[src/rtl/uart_pkg.sv]
`timescale 1ns/1ps
// Shared UART definitions: parity modes, TX/RX state encodings, helpers.
// Latency: n/a (declarations only).
// Backpressure: n/a.
package uart_pkg;

    localparam int PAR_NONE = 0;
    localparam int PAR_ODD  = 1;
    localparam int PAR_EVEN = 2;

    typedef enum logic [2:0] {
        TX_IDLE, TX_START, TX_DATA, TX_PARITY, TX_STOP
    } tx_state_t;

    // RX_BREAK parks the receiver after a framing error until the line idles high.
    typedef enum logic [2:0] {
        RX_IDLE, RX_START, RX_DATA, RX_PARITY, RX_STOP, RX_BREAK
    } rx_state_t;

    // Clock cycles per oversampling tick, rounded to the nearest integer.
    function automatic int calc_div(input int clk_freq, input int baud, input int os);
        longint den;
        den = longint'(baud) * longint'(os);
        return int'((longint'(clk_freq) + den / 2) / den);
    endfunction

    function automatic logic maj3(input logic a, input logic b, input logic c);
        return (a & b) | (a & c) | (b & c);
    endfunction

endpackage

[src/rtl/uart_baud_tick.sv]
`timescale 1ns/1ps
// Oversampling tick generator: one-cycle tick every DIV clocks.
// Latency: first tick DIV cycles after reset or restart.
// Backpressure: none; free-running, restart realigns the phase.
module uart_baud_tick #(
    parameter int DIV = 27
) (
    input  logic clk,
    input  logic rst,
    input  logic restart,
    output logic tick
);
    localparam int CW = (DIV > 1) ? $clog2(DIV) : 1;

    logic [CW-1:0] cnt;

    assign tick = (cnt == CW'(DIV - 1));

    // Divider counter; restart pulls the phase to the detected start edge.
    always_ff @(posedge clk or negedge rst) begin
        if (!rst)                 cnt <= '0;
        else if (restart || tick) cnt <= '0;
        else                      cnt <= cnt + 1'b1;
    end
endmodule

[src/rtl/uart_core.sv]
`timescale 1ns/1ps
// UART transceiver: independent TX and oversampled majority-vote RX with error flags.
// Latency: tx low one cycle after accept; rx_valid one cycle after first stop-bit vote.
// Backpressure: tx_ready gates tx_start; RX never stalls, un-acked frames raise rx_overrun.
module uart_core
    import uart_pkg::*;
#(
    parameter int CLK_FREQ   = 50_000_000,
    parameter int BAUDRATE   = 115_200,
    parameter int OVERSAMPLE = 16,
    parameter int DATA_BITS  = 8,
    parameter int PARITY     = 0,
    parameter int STOP_BITS  = 1
) (
    input  logic                 clk,
    input  logic                 rst,
    input  logic [DATA_BITS-1:0] tx_data,
    input  logic                 tx_start,
    output logic                 tx_ready,
    output logic                 tx,
    input  logic                 rx,
    output logic [DATA_BITS-1:0] rx_data,
    output logic                 rx_valid,
    input  logic                 rx_ack,
    output logic                 rx_frame_err,
    output logic                 rx_parity_err,
    output logic                 rx_overrun
);
    localparam int DIV = calc_div(CLK_FREQ, BAUDRATE, OVERSAMPLE);
    localparam int CPB = DIV * OVERSAMPLE;
    localparam int TCW = $clog2(STOP_BITS * CPB);
    localparam int BW  = $clog2(DATA_BITS);
    localparam int SW  = $clog2(OVERSAMPLE);

    // ---------------- transmitter ----------------
    tx_state_t            tx_state, tx_state_n;
    logic [TCW-1:0]       tx_cnt;
    logic [BW-1:0]        tx_idx;
    logic [DATA_BITS-1:0] tx_shreg;
    logic                 tx_par, tx_line_n, tx_bit_done, tx_stop_done;

    assign tx_bit_done  = (tx_cnt == TCW'(CPB - 1));
    assign tx_stop_done = (tx_cnt == TCW'(STOP_BITS * CPB - 1));
    assign tx_ready     = (tx_state == TX_IDLE);

    // TX state register.
    always_ff @(posedge clk or negedge rst) begin
        if (!rst) tx_state <= TX_IDLE;
        else      tx_state <= tx_state_n;
    end

    // TX next state, plus the line level the next state will drive (tx is registered).
    always_comb begin
        tx_state_n = tx_state;
        case (tx_state)
            TX_IDLE:   if (tx_start) tx_state_n = TX_START;
            TX_START:  if (tx_bit_done) tx_state_n = TX_DATA;
            TX_DATA:   if (tx_bit_done && tx_idx == BW'(DATA_BITS - 1))
                           tx_state_n = (PARITY == PAR_NONE) ? TX_STOP : TX_PARITY;
            TX_PARITY: if (tx_bit_done) tx_state_n = TX_STOP;
            TX_STOP:   if (tx_stop_done) tx_state_n = TX_IDLE;
            default:   tx_state_n = TX_IDLE;
        endcase
        tx_line_n = 1'b1;
        case (tx_state_n)
            TX_START:  tx_line_n = 1'b0;
            // The shift happens on the same edge, so look one bit ahead at a bit boundary.
            TX_DATA:   tx_line_n = (tx_state == TX_DATA && tx_bit_done) ? tx_shreg[1] : tx_shreg[0];
            TX_PARITY: tx_line_n = tx_par;
            default:   tx_line_n = 1'b1;
        endcase
    end

    // TX datapath: bit timer, payload shifter, parity and registered line.
    always_ff @(posedge clk or negedge rst) begin
        if (!rst) begin
            tx       <= 1'b1;
            tx_cnt   <= '0;
            tx_idx   <= '0;
            tx_shreg <= '0;
            tx_par   <= 1'b0;
        end else begin
            tx <= tx_line_n;
            if (tx_state == TX_IDLE || tx_state_n != tx_state || (tx_state == TX_DATA && tx_bit_done))
                tx_cnt <= '0;
            else
                tx_cnt <= tx_cnt + 1'b1;
            if (tx_state == TX_IDLE && tx_start) begin
                tx_shreg <= tx_data;
                tx_idx   <= '0;
                tx_par   <= (PARITY == PAR_ODD) ? ~(^tx_data) : ^tx_data;
            end else if (tx_state == TX_DATA && tx_bit_done) begin
                tx_shreg <= tx_shreg >> 1;
                tx_idx   <= tx_idx + 1'b1;
            end
        end
    end

    // ---------------- receiver ----------------
    rx_state_t            rx_state, rx_state_n;
    logic                 rx_meta, rx_s, rx_prev, rx_fall, restart, tick;
    logic [SW-1:0]        tick_cnt;
    logic [1:0]           samp;
    logic                 sample_now, decide, bit_end, maj, report, pending, rx_par;
    logic [BW-1:0]        rx_idx;
    logic [DATA_BITS-1:0] rx_shreg;

    assign rx_fall    = rx_prev & ~rx_s;
    assign restart    = (rx_state == RX_IDLE) && rx_fall;
    assign sample_now = tick && (tick_cnt == SW'(OVERSAMPLE/2 - 1) || tick_cnt == SW'(OVERSAMPLE/2));
    assign decide     = tick && (tick_cnt == SW'(OVERSAMPLE/2 + 1));
    assign bit_end    = tick && (tick_cnt == SW'(OVERSAMPLE - 1));
    assign maj        = maj3(samp[1], samp[0], rx_s);
    assign report     = (rx_state == RX_STOP) && decide;

    uart_baud_tick #(.DIV(DIV)) u_tick (
        .clk     (clk),
        .rst     (rst),
        .restart (restart),
        .tick    (tick)
    );

    // Two-flop synchroniser plus one history flop for falling-edge detection; idle-high.
    always_ff @(posedge clk or negedge rst) begin
        if (!rst) begin
            rx_meta <= 1'b1;
            rx_s    <= 1'b1;
            rx_prev <= 1'b1;
        end else begin
            rx_meta <= rx;
            rx_s    <= rx_meta;
            rx_prev <= rx_s;
        end
    end

    // Tick position within the current bit, and the first two of the three vote samples.
    always_ff @(posedge clk or negedge rst) begin
        if (!rst) begin
            tick_cnt <= '0;
            samp     <= 2'b11;
        end else begin
            if (restart)
                tick_cnt <= '0;
            else if (tick)
                tick_cnt <= (tick_cnt == SW'(OVERSAMPLE - 1)) ? '0 : tick_cnt + 1'b1;
            if (sample_now)
                samp <= {samp[0], rx_s};
        end
    end

    // RX state register.
    always_ff @(posedge clk or negedge rst) begin
        if (!rst) rx_state <= RX_IDLE;
        else      rx_state <= rx_state_n;
    end

    // RX next state: bit advance on the last tick, start/stop decisions on the vote tick.
    always_comb begin
        rx_state_n = rx_state;
        case (rx_state)
            RX_IDLE:   if (rx_fall) rx_state_n = RX_START;
            RX_START:  if (decide && maj) rx_state_n = RX_IDLE;
                       else if (bit_end) rx_state_n = RX_DATA;
            RX_DATA:   if (bit_end && rx_idx == BW'(DATA_BITS - 1))
                           rx_state_n = (PARITY == PAR_NONE) ? RX_STOP : RX_PARITY;
            RX_PARITY: if (bit_end) rx_state_n = RX_STOP;
            RX_STOP:   if (decide) rx_state_n = maj ? RX_IDLE : RX_BREAK;
            RX_BREAK:  if (rx_s) rx_state_n = RX_IDLE;
            default:   rx_state_n = RX_IDLE;
        endcase
    end

    // RX datapath: payload/parity capture, frame report, pending/overrun bookkeeping.
    always_ff @(posedge clk or negedge rst) begin
        if (!rst) begin
            rx_idx        <= '0;
            rx_shreg      <= '0;
            rx_par        <= 1'b0;
            rx_data       <= '0;
            rx_valid      <= 1'b0;
            rx_frame_err  <= 1'b0;
            rx_parity_err <= 1'b0;
            rx_overrun    <= 1'b0;
            pending       <= 1'b0;
        end else begin
            rx_valid <= report;
            if (rx_state == RX_START)
                rx_idx <= '0;
            else if (rx_state == RX_DATA && bit_end)
                rx_idx <= rx_idx + 1'b1;
            if (rx_state == RX_DATA && decide)
                rx_shreg <= {maj, rx_shreg[DATA_BITS-1:1]};
            if (rx_state == RX_PARITY && decide)
                rx_par <= maj;
            if (report) begin
                rx_data       <= rx_shreg;
                rx_frame_err  <= ~maj;
                rx_parity_err <= (PARITY != PAR_NONE) && ((^rx_shreg ^ rx_par) != (PARITY == PAR_ODD));
                pending       <= 1'b1;
                // An ack landing on the report cycle retires the previous frame first.
                rx_overrun    <= (rx_overrun | pending) & ~rx_ack;
            end else if (rx_ack) begin
                pending    <= 1'b0;
                rx_overrun <= 1'b0;
            end
        end
    end
endmodule

[config.mk]
export PLATFORM = sky130hd
export DESIGN_NAME = uart_core
export DESIGN_NICKNAME = d
export VERILOG_FILES = /design/src/rtl/uart_pkg.sv /design/src/rtl/uart_baud_tick.sv /design/src/rtl/uart_core.sv
export SDC_FILE = /design/constraint.sdc
export NUM_CORES = 1
export LEC_CHECK = 0
export CORE_MARGIN = 5
export CORE_UTILIZATION = 50
export CTS_CLUSTER_SIZE = 25
export DETAILED_ROUTE_END_ITERATION = 6
export PLACE_DENSITY = 0.72
export SKIP_CTS_REPAIR_TIMING = 1
export SYNTH_ARGS = -nofsm -noshare
export SYNTH_HDL_FRONTEND = slang
export SYNTH_HIERARCHICAL = 1
export SYNTH_SLANG_ARGS = --single-unit
export TNS_END_PERCENT = 1
[constraint.sdc]
create_clock -name clk -period 2.8 [get_ports clk]
set_input_delay 0.56 -clock clk [delete_from_list [all_inputs] [get_ports clk]]
set_output_delay 0.56 -clock clk [all_outputs]
set_load 0.05 [all_outputs]
Word level (Yosys, flattened, before mapping)
Index checks and enable logic that the tools add are counted.
- register bits after elaboration: 65
- input bits: 13
- output and inout port bits: 14
- $add $sub $neg: 5
- eq/ne operators: 27
- multiplexer cells: 31
- bitwise gates (word level): 11
- reduce and logical (&&, ||, !) cells: 24
- operator list (cell ; number):
    $mux W3 ; 17
    $eq A3 B2 Y1 const B ; 6
    $pmux W3 S6 ; 1
    $mux W8 ; 2
    $eq A3 B3 Y1 const B ; 5
    $pmux W3 S5 ; 1
    $eq A4 B4 Y1 const B ; 3
    $logic_and A1 B1 Y1 ; 12
    $mux W4 ; 3
    $ne A2 B2 Y1 const B ; 5
    $add A9 B1 Y9 const B ; 1
    $eq A3 B1 Y1 const B ; 3
    $eq A9 B9 Y1 const B ; 1
    $mux W9 ; 1
    $reduce_bool A2 Y1 ; 4
    $reduce_xor A8 Y1 ; 1
    $add A3 B1 Y3 const B ; 2
    $logic_not A3 Y1 ; 2
    $reduce_and A6 Y1 ; 1
    $add A5 B1 Y5 const B ; 1
    $and A1 B1 Y1 ; 5
    $eq A5 B5 Y1 const B ; 1
    $mux W5 ; 1
    $add A4 B1 Y4 const B ; 1
    8 further kinds ; 18

Longest topological paths before layout
- depth after elaboration: 8
- depth in mapped cells: 11

Hierarchy
Netlist, hierarchy kept.
- by module, submodules not included (module ; instances ; cells an instance ; area each (µm²)):
    uart_core ; 1 ; 265 ; 2837.7
    uart_baud_tick ; 1 ; 22 ; 284.0

Least setup slack after synthesis
OpenSTA, ideal clock, no wires.
- kind: register to register
- start point: register tx_state[2]
- end point: register tx_idx[0]
- arrival: 2.370 ns
- slack: 0.306 ns
- stages on the path, launching flop included: 6
- buffers on the path: 1
- clock period less this slack: 2.494 ns
- path through: dfrtp_1 > nor3_1 > and2_1 > buf_2 > nor2_1 > mux2_2
- word-level cells in the longest chain between the ends: 3
- ends and longest elaborated chain (element ; RTL line ; RTL):
    from (decl) ; uart_core.sv:36 ; tx_state_t tx_state, tx_state_n;
    from (signal assigned) ; uart_core.sv:49 ; else tx_state <= tx_state_n;
    $logic_not A3 Y1 (*) ; -- ;
    net tx_ready ; uart_core.sv:19 ; output logic tx_ready,
    $logic_and A1 B1 Y1 (*) ; uart_core.sv:88 ; if (tx_state == TX_IDLE && tx_start) begin
    $mux W3 / $reduce_bool A2 Y1 (equally long branches) ; -- ;
    to (signal assigned) ; uart_core.sv:94 ; tx_idx <= tx_idx + 1'b1;
    to (decl) ; uart_core.sv:38 ; logic [BW-1:0] tx_idx;
The timed path passes the listed nets; every way through them passes the cells marked *.
A chain may end at the register's enable or synchronous reset.

Worst setup path after layout
- start point: register tx_state[2]
- end point: output port tx_ready
- word-level cells in the longest chain between the ends: 1
- ends and longest elaborated chain (element ; RTL line ; RTL):
    $logic_not A3 Y1 ; uart_core.sv:44 ; assign tx_ready = (tx_state == TX_IDLE);
    to (decl) ; uart_core.sv:19 ;
Every way passes these cells.

==> flow_metrics.py <==
metrics = {
    "status": {
        "outcome": "finished clean",
    },
    "floorplan": {
        "fp.dieArea_um2": 7920,
        "core_um2": 5990,
        "die_h_um": 89.0,
        "rows": 28,
        "io_pins": 27,
        "initial_core_util_pct": 52.1,
        "fp.dieW_um": 89.0,
    },
    "clock_tree": {
        "cts.clk_slew.worst_paths_ns": 0.07,
        "cts_buffer_depth": 2,
        "htreeDepth": 3,
        "cts_tree": "done",
        "cts_num_sinks": 65,
        "cts_root_buf": "clkbuf_8",
        "cts-buffers-inserted": 9,
        "clk_latency_ns": 0.34,
    },
    "critical_path": {
        "cp-end-kind": "primary output",
        "cp.arrival_ns": 1.93,
        "cpPeakStageDelay_ns": 0.87,
        "worst_ep_required_time_ns": 2.24,
        "slowest_stage": "clkdlybuf4s50_1",
        "worst-path-buf-inv": 1,
        "worstReg2RegStart": "rx_idx[0]",
        "critPathTopFamily": "buffers and inverters",
        "path_class": "reg -> out",
        "critPathMaxFanout": 6,
        "worstPathCellList": "nor3_1 > clkdlybuf4s50_1",
        "cp-startpoint": "tx_state[2]",
        "crit_path_start_kind": "flop",
    },
    "placement": {
        "port_buffers": 25,
        "dp_hpwl_um": 3670,
        "dp_cells": 381,
        "dp_slack_ns": 0.644,
        "gp_congestion": 0.749,
    },
    "pwr": {
        "pwr_density_cell_nw_per_um2": 597,
        "ir_drop_mv": 0.393,
        "power_leakage_nw": 1.65,
        "power.total_mw": 2.17,
    },
    "global_routing": {
        "grt_use_met2_pct": 23.8,
        "grt_pass1_wl_um": 9700,
        "grt_pass1_vias": 2198,
        "met1_usage_pct": 20.9,
        "antenna_found_initial": 0,
        "top_usage_layer": "met2",
        "grt_start_max_net_pins": 40,
        "gr-usage-all-layers_pct": 15.6,
        "use_met3_pct": 4.79,
        "grt_remaining_overflow": 0,
    },
    "yosys": {
        "yosys-top-cells-area": "dfrtp_1 47%, nand2_1 5.5%, dfstp_2 5.1%",
        "synthFlopType": "dfrtp_1",
        "yosys_warnings": 6,
        "synth_area_um2": 3120,
        "synth_edf_count": 0,
        "ys_seq_area_share_pct": 52.3,
        "synth_cell_types": 52,
        "yosys.area.top_type_share_pct": 47.3,
        "ys_ff_latch": 65,
        "async_flop_share_pct": 100,
        "synth_nets": 310,
        "syn_avg_cell_area_um2": 10.9,
        "synth.largest_area_cell": "dfrtp_1",
        "synth_cells": 287,
    },
    "timing": {
        "fmax_mhz": 401,
        "hold_violations": 0,
        "rsz0062_at_grt": "false",
        "maxSlewViolCount": 0,
        "worstMarginPinSlew_ns": 0.614,
        "setup_violations": 0,
        "slew_headroom_pct": 59.0,
        "period_share_pct": 89.1,
        "fin_skew_ns": 0.00870,
        "setup_tns_ns": 0,
        "period_needed_ns": 2.49,
        "fin_ws_ns": 0.305,
    },
    "flow_run": {
        "maxCapViolCount": 0,
    },
    "cells_and_area": {
        "final_common_cell": "dfrtp_1",
        "syn2layout_area_growth_pct": 16.6,
        "utilization_pct": 60.8,
        "num_antenna_cells": 0,
        "instances_no_fill": 397,
        "final_nets": 340,
        "final_cell_mix": "59 x dfrtp_1, 46 x nand2_1, 24 x clkdlybuf4s50_1, 18 x nor2_1, 12 x xnor2_1",
        "final_layout_size_suffix_gt1_share_pct": 14.3,
    },
    "routing": {
        "drcViolationCount": 0,
        "vias_per_cell": 5.35,
        "vias": 2123,
        "wire_per_inst_um": 13.2,
        "drtAntennaViolNets": 0,
        "drt_pass1_iterations": 4,
        "drt_iter0_drc": 71,
        "wl_um": 5230,
    },
    "worst_hold_path": {
        "holdCritPathClass": "in -> async",
    },
}
-- cells by family (layout without fill, tap and decap cells) --
group | count (synthesis) | in the layout | synth area share, %
other | 1 | 1 | 0.120
and+or+nand+nor | 111 | 111 | 19.2
adders and majority gates | 11 | 11 | 4.33
DFF | 65 | 65 | 52.3
muxes | 17 | 17 | 6.05
xor gates and xnor gates | 18 | 18 | 5.05
buffers and inverters | 20 | 55 | 3.21
AOI/OAI and AO/OA | 44 | 44 | 9.66
-- layout make-up --
cell class | count | area, µm²
Sequential cell | 65 | 1630
Multi-Input combinational cell | 202 | 1390
Timing Repair Buffer | 30 | 295
Clock inverter | 5 | 55.1
Fill cell | 490 | 2350
Tap cell | 75 | 93.8
Inverter | 9 | 33.8
Clock buffer | 11 | 141
-- flip-flops by register name, indices dropped and copies added (netlist names), 2 cells and up --
register    cells
u_tick/cnt      5
rx_shreg        8
tx_state        3
rx_idx          3
tx_idx          3
samp            2
rx_data         8
tx_cnt          9
tick_cnt        4
rx_state        3
tx_shreg        8
-- per-layer routing --
metal	wire (µm)	part of all wire (%)	vias to the layer above
met2	2410	46	33
met1	2480	47	1007
met4	89	1.7	0
met3	251	4.8	15
li1	-	-	1068
met5	0	0	-
-- cell usage after synthesis, drive strengths merged, types with 2 or more instances --
library cell,n
clkbuf,3
nor2,18
nor4,4
and4b,2
a21o,6
nand2,46
inv,8
a22o,5
buf,8
mux2,12
a22oi,2
nor3,9
nand3,8
a21oi,6
o21bai,2
ha,10
nand4,4
mux2i,5
nand2b,5
nand4bb,2
dfrtp,59
o2bb2ai,3
and4,4
xor2,6
dfstp,6
a31oi,3
xnor2,12
o21ai,11
-- power breakdown --
part	total [mW]	internal [mW]	switching [mW]
Combinational	0.325	0.157	0.168
Sequential	1.07	0.990	0.0783
Clock	0.781	0.432	0.349
Total	2.17	1.58	0.595
-- metrics by stage --
step	hold WS [ns]	area, µm²
finish	0.231	3640
global route	0.284	3640
CTS	0.248	3640
detailed placement	0.354	3440
global placement	0.356	3440
floorplan	0.264	3120
-- final timing paths --
| check | end | slack, ns | depth (start not counted) |
|---|---|---|---|
| worst min-delay path | u_tick/cnt[4] | 0.23 | 1 |
| worst min register to register | rx_s | 0.36 | 0 |
| worst max-delay path | tx_ready | 0.31 | 2 |
| worst max register to register | rx_state[1] | 0.63 | 6 |
| max in group asynchronous | samp[0] | 1.89 | 2 |
| min in group clk | rx_s | 0.36 | 0 |
Note: power is estimated with default switching activity, not from simulation.
